## src/rtl/mvau_pkg.sv

```systemverilog
// rtl/mvau_pkg.sv - shared MVAU constants and datapath typedefs
package mvau_pkg;

   localparam int SIMD     = 4;
   localparam int TDstI    = 16;
   localparam int TDst     = 32;
   localparam int SF       = 8;
   localparam int SIMD_LOG = $clog2(SIMD);

   typedef logic signed [TDstI-1:0] prod_t;
   typedef logic signed [TDst-1:0]  acc_t;

endpackage

```

## src/rtl/mvu_pe_acc_if.sv

```systemverilog
// rtl/mvu_pe_acc_if.sv - product beat input and PE result output bundle
interface mvu_pe_acc_if #(
   parameter int SIMD  = mvau_pkg::SIMD,
   parameter int TDstI = mvau_pkg::TDstI,
   parameter int TDst  = mvau_pkg::TDst
);

   logic                    in_v;
   logic [SIMD*TDstI-1:0]   in_prod;
   logic                    out_v;
   logic [TDst-1:0]         out;

   modport master (output in_v, output in_prod, input out_v, input out);
   modport slave  (input in_v, input in_prod, output out_v, output out);

endinterface

```

## src/rtl/mvu_pe_adder_tree.sv

```systemverilog
// rtl/mvu_pe_adder_tree.sv - sign-extending pairwise adder tree; MVU_PE_ADDER_PIPE_EN registers each level
module mvu_pe_adder_tree #(
   parameter int SIMD  = mvau_pkg::SIMD,
   parameter int TDstI = mvau_pkg::TDstI,
   parameter int TDst  = mvau_pkg::TDst
) (
`ifdef MVU_PE_ADDER_PIPE_EN
   input  logic                  clk,
   input  logic                  rst_n,
`endif
   input  logic                  in_v_i,
   input  logic [SIMD*TDstI-1:0] in_prod_i,
   output logic                  tree_v_o,
   output logic [TDst-1:0]       tree_sum_o
);

   localparam int LOG = $clog2(SIMD);

   typedef logic signed [TDst-1:0] word_t;

   // Level 0 holds the sign-extended lanes; level k holds SIMD>>k partial sums.
   for (genvar k = 0; k <= LOG; k++) begin : g_lvl
      localparam int N = SIMD >> k;
      word_t d [N];
      logic  v;

      if (k == 0) begin : g_leaf
         for (genvar i = 0; i < SIMD; i++) begin : g_lane
            assign d[i] = {{(TDst-TDstI){in_prod_i[i*TDstI+TDstI-1]}},
                           in_prod_i[i*TDstI +: TDstI]};
         end
         assign v = in_v_i;
      end else begin : g_node
         word_t s [N];
         for (genvar j = 0; j < N; j++) begin : g_add
            assign s[j] = g_lvl[k-1].d[2*j] + g_lvl[k-1].d[2*j+1];
         end
`ifdef MVU_PE_ADDER_PIPE_EN
         word_t d_q [N];
         logic  v_q;

         // Level register: data and its valid advance together every cycle, no stall.
         always_ff @(posedge clk or negedge rst_n) begin
            if (!rst_n) begin
               v_q <= 1'b0;
               for (int j = 0; j < N; j++) d_q[j] <= '0;
            end else begin
               v_q <= g_lvl[k-1].v;
               d_q <= s;
            end
         end
         assign d = d_q;
         assign v = v_q;
`else
         assign d = s;
         assign v = g_lvl[k-1].v;
`endif
      end
   end

   assign tree_sum_o = g_lvl[LOG].d[0];
   assign tree_v_o   = g_lvl[LOG].v;

endmodule

```

## src/rtl/mvu_pe_acc.sv

```systemverilog
// rtl/mvu_pe_acc.sv - PE reduction: adder tree plus SF-beat fold accumulator (MVU_PE_ADDER_PIPE_EN adds tree latency)
module mvu_pe_acc #(
   parameter int SIMD  = mvau_pkg::SIMD,
   parameter int TDstI = mvau_pkg::TDstI,
   parameter int TDst  = mvau_pkg::TDst,
   parameter int SF    = mvau_pkg::SF
) (
   input  logic        clk,
   input  logic        rst_n,
   mvu_pe_acc_if.slave bus
);

   localparam int CW = (SF > 1) ? $clog2(SF) : 1;

   typedef logic signed [TDst-1:0] word_t;

   logic          tree_v;
   logic [TDst-1:0] tree_sum;

   logic [CW-1:0] sf_cnt_q, sf_cnt_d;
   word_t         acc_q, acc_d;
   word_t         out_q, out_d;
   logic          out_v_q, out_v_d;
   word_t         fold_sum;

   mvu_pe_adder_tree #(
      .SIMD  (SIMD),
      .TDstI (TDstI),
      .TDst  (TDst)
   ) u_tree (
`ifdef MVU_PE_ADDER_PIPE_EN
      .clk        (clk),
      .rst_n      (rst_n),
`endif
      .in_v_i     (bus.in_v),
      .in_prod_i  (bus.in_prod),
      .tree_v_o   (tree_v),
      .tree_sum_o (tree_sum)
   );

   // Fold step: the first beat loads acc (no clear cycle), the last beat emits the result.
   always_comb begin
      sf_cnt_d = sf_cnt_q;
      acc_d    = acc_q;
      out_d    = out_q;
      out_v_d  = 1'b0;
      fold_sum = (sf_cnt_q == '0) ? word_t'(tree_sum) : acc_q + word_t'(tree_sum);
      if (tree_v) begin
         if (sf_cnt_q == CW'(SF-1)) begin
            out_d    = fold_sum;
            out_v_d  = 1'b1;
            sf_cnt_d = '0;
         end else begin
            acc_d    = fold_sum;
            sf_cnt_d = sf_cnt_q + CW'(1);
         end
      end
   end

   // Fold state and result registers; reset discards any partial fold.
   always_ff @(posedge clk or negedge rst_n) begin
      if (!rst_n) begin
         sf_cnt_q <= '0;
         acc_q    <= '0;
         out_q    <= '0;
         out_v_q  <= 1'b0;
      end else begin
         sf_cnt_q <= sf_cnt_d;
         acc_q    <= acc_d;
         out_q    <= out_d;
         out_v_q  <= out_v_d;
      end
   end

   assign bus.out   = out_q;
   assign bus.out_v = out_v_q;

endmodule

```

## src/flat_wrapper.sv

```systemverilog
// flat-port wrapper written by rule: the top's interface ports become plain ports
module mvu_pe_acc_flat 
#(
   parameter int SIMD  = mvau_pkg::SIMD,
   parameter int TDstI = mvau_pkg::TDstI,
   parameter int TDst  = mvau_pkg::TDst,
   parameter int SF    = mvau_pkg::SF
)
  (clk, rst_n, bus_in_v, bus_in_prod, bus_out_v, bus_out);
  mvu_pe_acc_if #(.SIMD(SIMD), .TDstI(TDstI), .TDst(TDst)) bus_i ();
  input  logic clk;
  input  logic rst_n;
  input wire logic [$bits(bus_i.in_v)-1:0] bus_in_v;
  input wire logic [$bits(bus_i.in_prod)-1:0] bus_in_prod;
  output wire logic [$bits(bus_i.out_v)-1:0] bus_out_v;
  output wire logic [$bits(bus_i.out)-1:0] bus_out;
  assign bus_i.in_v = bus_in_v;
  assign bus_i.in_prod = bus_in_prod;
  assign bus_out_v = bus_i.out_v;
  assign bus_out = bus_i.out;
  mvu_pe_acc #(.SIMD(SIMD), .TDstI(TDstI), .TDst(TDst), .SF(SF)) u_core (.clk(clk), .rst_n(rst_n), .bus(bus_i));
endmodule
```

## config.mk

```make
export PLATFORM = sky130hd
export DESIGN_NAME = mvu_pe_acc_flat
export DESIGN_NICKNAME = d
export VERILOG_FILES = /design/src/rtl/mvau_pkg.sv /design/src/rtl/mvu_pe_acc_if.sv /design/src/rtl/mvu_pe_adder_tree.sv /design/src/rtl/mvu_pe_acc.sv /design/src/flat_wrapper.sv
export SDC_FILE = /design/constraint.sdc
export NUM_CORES = 1
export LEC_CHECK = 0
export CORE_MARGIN = 4
export CORE_UTILIZATION = 50
export CTS_BUF_LIST = sky130_fd_sc_hd__clkbuf_8 sky130_fd_sc_hd__clkbuf_16
export CTS_CLUSTER_DIAMETER = 150
export DETAILED_ROUTE_END_ITERATION = 10
export PLACE_DENSITY = 0.79
export SYNTH_ARGS = -nofsm -noshare
export SYNTH_HDL_FRONTEND = slang
export SYNTH_SLANG_ARGS = --single-unit
```

## constraint.sdc

```tcl
create_clock -name clk -period 2.61 [get_ports clk]
set_input_delay 0.783 -clock clk [delete_from_list [all_inputs] [get_ports clk]]
set_output_delay 0.783 -clock clk [all_outputs]
set_load 0.01 [all_outputs]
```

=== Word level (Yosys, flattened, before mapping) ===
Cells that the tools add are included.

* Eq/ne operators: 1
* Shift operators: 0
* Reduce and logical (&&, ||, !) cells: 3
* Bitwise logic cells: 1
* Add/subtract/negate cells: 5
* Div/mod/pow operators: 0
* Multiply operators: 0
* Multiplexer cells: 4
* $lt $le $gt $ge: 0

{| class="wikitable"
|+ Operator list
! operator !! count
|-
| $add A16 B16 Y17 || 2
|-
| $add A32 B32 Y32 || 1
|-
| $mux W32 || 1
|-
| $add A17 B17 Y18 || 1
|-
| $reduce_and A2 Y1 || 2
|-
| $add A3 B1 Y3 const B || 1
|-
| $eq A3 B3 Y1 const B || 1
|-
| $logic_not A3 Y1 || 1
|-
| $mux W3 || 1
|-
| $mux W1 || 2
|-
| $not A1 Y1 || 1
|}

* Latch bits: 0
* Word-level logic and storage cells: 18
* Bits in read-only memories: 0
* RAM bits: 0
* Memories: 0
* Bits of input ports: 67
* Register bits: 68
* Output and inout bits: 33

=== Depth between registers and ports, before layout ===
Gate-level depths: netlist of the first run.

* Depth in word-level cells: 4
* Mapped depth: 24
* Gate-level depth less buffers: 24

=== Cells and area by module ===
From an unflattened synthesis of the first run, not the netlist that was laid out.

* Cell total of the unflattened synthesis: 763
* Area, all modules: 6,482.5 um2

{| class="wikitable"
|+ By module, submodules not included
! module !! cells each !! area each (um2) !! times used !! sequential area each (um2)
|-
| mvu_pe_acc || 535 || 4,669.5 || 1 || 1,701.6
|-
| mvu_pe_adder_tree || 228 || 1,813.0 || 1 || 0.0
|}

=== Least setup slack after synthesis of the first run ===
OpenSTA, ideal clock, no wires.

* Path type: input port to flip-flop
* From: in bus_in_prod[1]
* To: reg u_core.out_q[31], in the netlist u_core.bus.out[31]
* Stages: 23
* Setup time: 92 ps
* Slack: -3,497 ps
* Path buffers: 0
* Arrival: 6,015 ps
* Required time: 2,518 ps
* Path through: inv_1 -> fa_1 -> inv_1 -> fa_1 -> ha_1 -> inv_1 -> fa_1 -> nor2b_1 -> o31a_1 -> o22ai_2 -> o21ai_1 -> a21oi_2 -> xnor2_2 -> ha_1 -> a21o_1 -> a21o_1 -> a21o_1 -> a21oi_1 -> clkinv_1 -> o2111a_2 -> or3_1 -> and4_4 -> o31ai_2

* Word-level cells in the longest chain between the ends: 4

{| class="wikitable"
|+ Ends and longest elaborated chain
! item !! line !! text
|-
| start: declaration || flat_wrapper.sv:14 || <nowiki>input wire logic [$bits(bus_i.in_prod)-1:0] bus_in_prod;</nowiki>
|-
| $add A16 B16 Y17 (*) || mvu_pe_adder_tree.sv:36 || <nowiki>assign s[j] = g_lvl[k-1].d[2*j] + g_lvl[k-1].d[2*j+1];</nowiki>
|-
| $add A17 B17 Y18 (*) || mvu_pe_adder_tree.sv:36 ||
|-
| $add A32 B32 Y32 || mvu_pe_acc.sv:47 || <nowiki>fold_sum = (sf_cnt_q == '0) ? word_t'(tree_sum) : acc_q + word_t'(tree_sum);</nowiki>
|-
| $mux W32 (*) || mvu_pe_acc.sv:47 ||
|-
| end signal: assignment || mvu_pe_acc.sv:70 || <nowiki>out_q <= out_d;</nowiki>
|-
| end: declaration || mvu_pe_acc.sv:22 || <nowiki>word_t out_q, out_d;</nowiki>
|}

Every way passes the cells marked *; elsewhere a longest branch is shown, timed or not.
A chain may end at the register's enable or synchronous reset.

=== Worst setup path after layout of the first run ===
* From: in bus_in_prod[1]
* To: reg u_core.acc_q[31]

* Word-level cells in the longest chain between the ends: 4

{| class="wikitable"
|+ Ends and longest elaborated chain
! item !! line !! text
|-
| $add A16 B16 Y17 (*) || mvu_pe_adder_tree.sv:36 ||
|-
| $add A17 B17 Y18 (*) || mvu_pe_adder_tree.sv:36 ||
|-
| $add A32 B32 Y32 || mvu_pe_acc.sv:47 ||
|-
| $mux W32 (*) || mvu_pe_acc.sv:47 ||
|-
| end signal: assignment || mvu_pe_acc.sv:64 || <nowiki>acc_q <= '0;</nowiki>
|-
| end signal: assignment || mvu_pe_acc.sv:69 || <nowiki>acc_q <= acc_d;</nowiki>
|-
| end: declaration || mvu_pe_acc.sv:21 || <nowiki>word_t acc_q, acc_d;</nowiki>
|}

Marked as above.

==> flow_summary.ini, run 1 <==
[status]
status = finished with violations
violations = setup timing

[clock_network]
clock-sinks = 68
cts_buffers = 9
htree_levels = 3
hold_buffers = 0
worst_skew_pair.late_latency_ns = 0.35
clk_pin_slew_worst_paths_ns = 0.07
cts-root-buf = clkbuf_16
cts_buffer_depth = 2
cts_tree = yes

[timing]
rsz0062_at_grt = yes
max_freq_mhz = 166
fin_crit_ns = 6.02
finalClockSkew_ns = 0.0162
slew_violations = 0
worst_pin_slew_ns = 0.434
tns_ns = -153.75
setup_viol_count_final = 62
min_period_over_period_pct = 230
hold_viol = 0
fin_ws_ns = -3.41
maxSlewHeadroom_pct = 70.9

[run]
max_cap_viol_count = 0

[die]
ioPinCount = 100
die_area_um2 = 14000
start_util_pct = 50.8
num_rows = 40
die_w_um = 118
core-area_um2 = 12000
die_h_um = 118

[drt]
post_drt_via_cell_ratio = 6.37
wirelength_um = 26600
drt-met1-wl_um = 9240
wl_per_cell_um = 23.1
drcViolationCount = 0
wl_met2_um = 13100
detail-route-antenna-nets = 0
drt_first_pass_iters = 5
wl_met3_um = 2160
top_layer = met4
vias = 7318
first_iter_violations = 875

[logic_synthesis]
yosys-top-cells-area = dfrtp_1 28%, ha_1 12%, fa_1 11%
netlist_area_um2 = 6080
synth_fa_ha_area_share_pct = 22.7
synth-edff-count = 0
ys.flop_type = dfrtp_1
postSynth.asyncResetShare_pct = 100
synth-xor-area-share_pct = 5.74
synth_cells = 719
ys_warn_count = 0
synth_top_area_share_pct = 28.0
ys_top_cells_by_count = 101 x inv_1, 83 x nand2_1, 68 x dfrtp_1
yosys.area_share.simple_pct = 11.9
synthDistinctLibCells = 53
synth-seq-area-share_pct = 28.0
syn_area_per_cell_um2 = 8.45
synth_top_family_by_area = adder cells
yosys.area.top_type = dfrtp_1
synth-compound-area-share_pct = 22.0
ys_ff_latch = 68
synthMuxAreaShare_pct = 1.83
yosysMostFrequentCell = inv_1
synth_fp_nets = 876

[setup_path]
path_class = primary input to register
regToRegSetupSlack_ns = -0.45
r2r-start = u_core.acc_q[0]
r2r-end = u_core.acc_q[24]
crit_path_end_kind = register
rr_worst_depth = 12
crit_fanout = 5
startpoint_type = primary input
cp.required_ns = 2.82
arrival_ns = 6.22

[finish]
fin_cells = 1149
area_growth_pct = 69.7
final_util_pct = 86.2
final_layout_size_suffix_gt1_share_pct = 43.7
nets = 1155

[placement]
gp_congestion = 0.901
dp_cells = 1073
dp_hpwl_um = 12900
port_buffers = 99

[hold_path]
hp-class = primary input to asynchronous set/reset pin

[global_routing]
grt_pass1_vias = 7328
grt_first_pass_wirelength_um = 34900
grt_overflow = 0
track_usage_pct = 30.3
grt_max_degree = 69
antenna_found_initial = 1
[state kept, by name (all words and copies together), names as in the netlist]
name / count
u_core.acc_q: 32
u_core.bus.out_v: 1
u_core.bus.out: 32
u_core.sf_cnt_q: 3
[critical path, stage by stage]
cell      delay, ns
buf_8          0.08
inv_8          0.02
fa_1           0.54
inv_2          0.04
fa_1           0.55
ha_4           0.16
inv_2          0.04
fa_2           0.34
nor2b_2        0.14
o31a_1         0.27
o22ai_4        0.13
o21a_1         0.22
o21ai_2        0.14
a31oi_1        0.13
xnor2_1        0.38
ha_1           0.39
nand2_2        0.11
o211ai_1       0.10
o211ai_1       0.21
and4_4         0.33
nor3_4         0.06
o2111a_2       0.28
buf_6          0.13
or3_1          0.34
a31oi_1        0.23
a311oi_2       0.08
[cells by family after synthesis]
group	count (synthesis)
AND/OR/NAND/NOR	165
adder cells (fa/ha/maj)	90
flip-flops	68
buffers and inverters	127
AO/OA/AOI/OAI	219
multiplexers	11
XOR/XNOR	39
[final cells by class]
type / count / area [um^2]
fill: 535 / 1650
antenna: 1 / 2.50
inverter: 102 / 395
sequential: 68 / 1700
multi-input combinational: 524 / 5190
timing repair buffer: 293 / 2570
tap: 147 / 184
clock inverter: 5 / 47.5
clock buffer: 9 / 225
[worst max path at each step]
stage,cells past startpoint,slack (ns),startpoint,end
6_report,26,-3.41,bus_in_prod[1],u_core.acc_q[31]
5_1_grt,26,-3.52,bus_in_prod[1],u_core.acc_q[31]
4_1_cts,24,-2.91,bus_in_prod[1],u_core.bus.out[31]
3_5_place_dp,25,-3.82,bus_in_prod[1],u_core.bus.out[31]
3_3_place_gp,24,-3.66,bus_in_prod[1],u_core.bus.out[31]
2_1_floorplan,24,-3.13,bus_in_prod[1],u_core.bus.out[31]
[cells in the final DEF (no fill, tap or decap), types with 12 or more instances in the layout]
master | Yosys | final
xor2_1 | 17 | 13
buf_6 | 0 | 45
nand2_1 | 83 | 72
o21ai_2 | 0 | 19
inv_1 | 101 | 72
a31oi_1 | 15 | 12
clkdlybuf4s50_1 | 0 | 70
ha_1 | 56 | 28
dfrtp_1 | 68 | 68
o21ai_1 | 28 | 55
fa_1 | 34 | 28
buf_4 | 0 | 148
nor2_1 | 38 | 31
ha_4 | 0 | 27
a21oi_2 | 1 | 33
inv_2 | 0 | 29
a21o_1 | 21 | 20
[routing by layer]
layer / global-route usage (%) / vias up
met4: 14.8 / 0
met3: 5.22 / 208
met1: 34.0 / 3492
li1: - / 3011
met2: 55.2 / 607
met5: 0 / -
[repair_timing]
item,in CTS,in global routing
pin swaps,163,81
endpoints found under the setup margin,62,62
resized for setup,234,121
hold endpoints to repair,0,0
setup buffers,50,25
cloned,0,0
[per-stage QoR]
stage / hold WS (ns) / area [um^2] / worst slack [ns]
2_1_floorplan: 0.456 / 6220 / -3.13
3_3_place_gp: 0.462 / 8290 / -3.66
3_5_place_dp: 0.470 / 8290 / -3.82
4_1_cts: 0.480 / 9660 / -2.91
5_1_grt: 0.501 / 10300 / -3.52
6_report: 0.471 / 10300 / -3.41
Power of run 1 is left out: the tool's default activity adds up to more than one toggle a clock period on the data nets, which glitch-free logic cannot reach.
==> inputs of run 2 (changes only) <==
- CORE_UTILIZATION: 50 -> 45
- PLACE_DENSITY: 0.79 -> 0.72
==> run 2 against run 1 <==
  * The flow still finishes with violations (setup timing)
  * Fmax increased by 6.5%
  * Final cell count increased by 2.5%
  * Cell area increased by 0.89%
  * Register-to-register slack improved by 0.05 ns
  * Critical path depth decreased by 1
  * Clock skew decreased by 0.0046 ns
  * Highest routed layer unchanged
  * First-iteration DRC count decreased by 30%
  * Clock-buffer cell count increased by 1
  * Global-route usage decreased by 5.0 points
  * Utilization decreased by 7.7 points
==> flow_summary.ini, run 2 (synthesized netlist as in run 1, its figures left out) <==
[die]
core-area_um2 = 13200
die_h_um = 124
num_rows = 42
die_w_um = 124
start_util_pct = 45.9
ioPinCount = 100
die_area_um2 = 15400

[finish]
layout_common_cells = 154 x buf_4, 75 x nand2_1, 68 x inv_1, 68 x dfrtp_1, 63 x clkdlybuf4s50_1
diodes = 0
nets = 1154
n_fill_cell = 758
final_layout_size_suffix_gt1_share_pct = 44.6
fin_cells = 1178
final_common_cell = buf_4
design_area_um2 = 10400
area_growth_pct = 71.2

[drt]
detail-route-antenna-nets = 0
first_iter_violations = 616
wl_per_cell_um = 18.7
vias = 6672
drcViolationCount = 0
wirelength_um = 22100
drt_first_pass_iters = 5
post_drt_via_cell_ratio = 5.66

[placement]
dp_hpwl_um = 12800
gp_congestion = 0.867
placed_area_um2 = 8360
dp_cells = 1101
port_buffers = 99

[global_routing]
track_usage_pct = 25.3
grt_max_degree = 69
antenna_found_initial = 0
grt_first_pass_wirelength_um = 32700
grt_pass1_vias = 7101
grt_overflow = 0

[timing]
finalClockSkew_ns = 0.0116
worst_pin_slew_ns = 0.848
max_freq_mhz = 177
maxSlewHeadroom_pct = 43.5
fin_crit_ns = 5.65
hold_viol = 0
slew_violations = 0
fin_ws_ns = -3.04
rsz0062_at_grt = yes
min_period_over_period_pct = 216
setup_viol_count_final = 62

[hold_path]
hp-class = primary input to asynchronous set/reset pin

[setup_path]
cp-startpoint = bus_in_prod[1]
path_class = primary input to register
endpoint = u_core.bus.out[31]
r2r-start = u_core.acc_q[0]
crit_path_end_kind = register
cp_slowest_stage_delay_ns = 0.53
arrival_ns = 5.90
cp.required_ns = 2.86
regToRegSetupSlack_ns = -0.40
path_depth = 25
startpoint_type = primary input
r2r-end = u_core.bus.out[31]
cpLargestDelayFamily = adder cells
rr_worst_depth = 11
crit_fanout = 4
cp_slowest_cell = fa_1
crit_buf_inv = 4

[clock_network]
worst_skew_pair.late_latency_ns = 0.34
cts_tree = yes
hold_buffers = 0
cts-root-buf = clkbuf_16
cts_buffer_depth = 2
htree_levels = 3
cts_buffers = 9
clock-sinks = 68
clk_pin_slew_worst_paths_ns = 0.06

[status]
status = finished with violations
violations = setup timing

[run]
max_cap_viol_count = 0
[run 2: cell types whose count changed in the layout (fill, tap and decap cells not counted), moves of 5 or more]
cell,delta
buf_6,-7
clkdlybuf4s50_1,-7
buf_4,+6
o21ai_2,+6
dlymetal6s2s_1,+5
clkbuf_2,-7
nor2_1,-5
[run 2: worst register-to-register path, stage by stage, from the launching register on]
cell,delay (ns)
dfrtp_1,0.38
ha_1,0.24
buf_4,0.15
a211oi_2,0.32
o21bai_4,0.12
o211ai_2,0.29
and4_4,0.31
nor3_4,0.06
o2111a_2,0.30
or3_4,0.39
and4_4,0.19
o31ai_2,0.20
[run 2: cell type report]
cell class              instances  area, um^2  share of cell area (%)
multi-input cells             524        5190                    49.9
repair buffers                292        2600                    24.9
flip-flops and latches         68        1700                    16.4
inverters                     102         393                    3.77
clock buffers                  10         239                    2.30
well taps                     176         220                    2.12
clock inverters                 6        63.8                   0.613
[run 2: through the flow]
stage	utilization, %	worst slack (ns)	hold WS, ns	TNS (ns)
3_3_place_gp	63.1	-3.65	0.463	-180.73
6_report	78.6	-3.04	0.470	-141.15
3_5_place_dp	63.1	-3.76	0.474	-185.44
2_1_floorplan	-	-3.13	0.456	-127.95
5_1_grt	78.6	-3.21	0.499	-151.18
4_1_cts	73.9	-2.87	0.483	-132.23
[run 2: worst min-delay path by stage]
stage,startpoint,end,slack (ns),depth (start not counted)
floorplan,u_core.acc_q[0],u_core.acc_q[0],0.46,2
global placement,u_core.bus.out[21],u_core.bus.out[21],0.46,2
detailed placement,u_core.bus.out[21],u_core.bus.out[21],0.47,2
CTS,rst_n,u_core.bus.out_v,0.48,2
global route,u_core.bus.out[0],u_core.bus.out[0],0.50,2
finish,rst_n,u_core.bus.out_v,0.47,2
[run 2: timing repair]
action	CTS	global route
pin swaps	180	121
setup endpoints to repair	62	62
gates resized for setup	268	104
setup buffers	37	37
[run 2: layer usage]
| layer | up-vias | GRT usage, % | part of all wire, % |
|---|---|---|---|
| li1 | 3008 | - | - |
| met1 | 3289 | 29.1 | 38 |
| met2 | 274 | 47.5 | 53 |
| met3 | 101 | 3.69 | 4.1 |
| met4 | 0 | 9.09 | 4.6 |
| met5 | - | 0 | 0 |
Power of run 2 is left out for the same reason.
==> inputs of run 3 (changes only) <==
- PLACE_DENSITY: 0.72 -> 0.69
- REMOVE_ABC_BUFFERS: default -> 1
- clock period: 2.61 -> 5.8 ns (I/O delays scaled with it)
==> run 3 against run 2 <==
  * The run still ends with setup timing left
  * Die area is the same
  * Sequential share of layout area rose by 0.72 points
  * Flip-flop and latch count did not move
  * Utilization shrank 3.3 points
  * Global-route usage down 3.7 points
  * Final cell count down 2.2%
  * Cell area shrank 4.2%
  * Setup slack gained 2.3 ns
  * Critical path type unchanged
==> flow_summary.ini, run 3 (synthesized netlist as in run 1, its figures left out) <==
[setup_path]
rr_worst_depth = 13
cp.required_ns = 5.96
path_class = primary input to register
startpoint_type = primary input
regToRegSetupSlack_ns = 2.72
crit_path_end_kind = register
arrival_ns = 6.69
crit_fanout = 5

[timing]
slew_violations = 0
worst_pin_slew_ns = 1.13
finalClockSkew_ns = 0.0115
maxSlewHeadroom_pct = 24.4
hold_viol = 0
fin_ws_ns = -0.729
fin_crit_ns = 6.53
rsz0062_at_grt = yes
max_freq_mhz = 153
setup_viol_count_final = 42
min_period_over_period_pct = 113

[drt]
wirelength_um = 20000
drcViolationCount = 0
vias = 6303
drt_first_pass_iters = 6
detail-route-antenna-nets = 0
wl_per_cell_um = 17.4
first_iter_violations = 439
post_drt_via_cell_ratio = 5.47

[die]
die_area_um2 = 15400
die_h_um = 124
num_rows = 42
start_util_pct = 45.9
core-area_um2 = 13200
die_w_um = 124
ioPinCount = 100

[clock_network]
hold_buffers = 0
cts-root-buf = clkbuf_16
clk_pin_slew_worst_paths_ns = 0.06
cts_buffer_depth = 2
clock-sinks = 68
cts_buffers = 9
worst_skew_pair.late_latency_ns = 0.34
htree_levels = 3
cts_tree = yes

[finish]
layout_common_cells = 136 x buf_4, 76 x nand2_1, 68 x dfrtp_1
area_growth_pct = 64.0
diodes = 0
fin_cells = 1152
final_util_pct = 75.3
final_common_cell = buf_4
nets = 1128
n_fill_cell = 881
final_layout_size_suffix_gt1_share_pct = 40.8

[hold_path]
hp-class = register to register
hold_depth = 2

[placement]
dp_cells = 1087
dp_hpwl_um = 12300
port_buffers = 99
dp_slack_ns = -1.71
gp_congestion = 0.844

[global_routing]
grt_max_degree = 52
track_usage_pct = 21.6
antenna_found_initial = 0
grt_first_pass_wirelength_um = 28200
grt_pass1_vias = 6120
grt_overflow = 0

[run]
max_cap_viol_count = 0

[status]
violations = setup timing
status = finished with violations
run 3: changes by cell type in the layout (fill, tap and decap cells not counted), moves of 6 or more:
cell | before | now
dlymetal6s2s_1 | 7 | 14
inv_2 | 32 | 45
o21ai_1 | 51 | 34
xnor2_1 | 9 | 15
a21oi_1 | 8 | 19
inv_1 | 68 | 53
o21ai_2 | 25 | 13
clkdlybuf4s50_1 | 63 | 50
buf_4 | 154 | 136
a21oi_2 | 31 | 21
nor2_1 | 26 | 32
o21ai_0 | 7 | 36
run 3: cell type report:
type	instances	area (um^2)	area share, %
clock inverter	7	98.8	0.992
sequential	68	1700	17.1
timing repair buffer	266	2360	23.7
inverter	102	390	3.92
multi-input combinational	524	4970	49.8
clock buffer	9	225	2.26
tap	176	220	2.21
run 3: path summary, 6_finish.rpt:
kind,startpoint,endpoint
worst max-delay path,bus_in_prod[32],u_core.acc_q[31]
worst min-delay path,u_core.bus.out[1],u_core.bus.out[1]
worst max register to register,u_core.acc_q[0],u_core.acc_q[24]
worst min register to register,u_core.bus.out[1],u_core.bus.out[1]
max in group asynchronous,rst_n,u_core.acc_q[24]
min in group asynchronous,rst_n,u_core.bus.out_v
run 3: through the flow:
stage	instance area, um^2	hold slack, ns	setup TNS [ns]
global route	9970	0.508	-27.38
finish	9970	0.482	-18.61
detailed placement	8080	0.476	-57.39
floorplan	5980	0.456	-20.84
global placement	8080	0.462	-51.96
CTS	9010	0.489	-17.82
run 3: metal layers:
metal	track usage (%)	share of wire, %	vias up
li1	-	-	2953
met1	27.7	39	3057
met2	38.5	52	222
met3	3.09	4.6	71
met4	5.42	3.7	0
met5	0	0	-
run 3: timing repair:
action / CTS / global route
setup endpoints to repair: 50 / 48
pin swaps: 107 / 143
buffers inserted: 25 / 34
resized for setup: 185 / 190
cloned: 0 / 0
run 3: worst max-delay path, stage by stage:
cell	delay, ns
dlygate4sd2_1	0.25
fa_2	0.39
fa_1	0.52
ha_2	0.19
inv_2	0.04
fa_2	0.36
nor2b_4	0.13
o31a_1	0.23
o22ai_4	0.13
o21a_1	0.23
buf_4	0.14
xnor2_1	0.12
buf_4	0.15
ha_2	0.21
buf_4	0.14
a21o_1	0.25
nor3_1	0.19
and4_4	0.27
nor3_4	0.05
o2111a_2	0.31
or3_1	0.36
mux2i_1	0.16
a311oi_1	0.11
Power of run 3 is left out for the same reason.
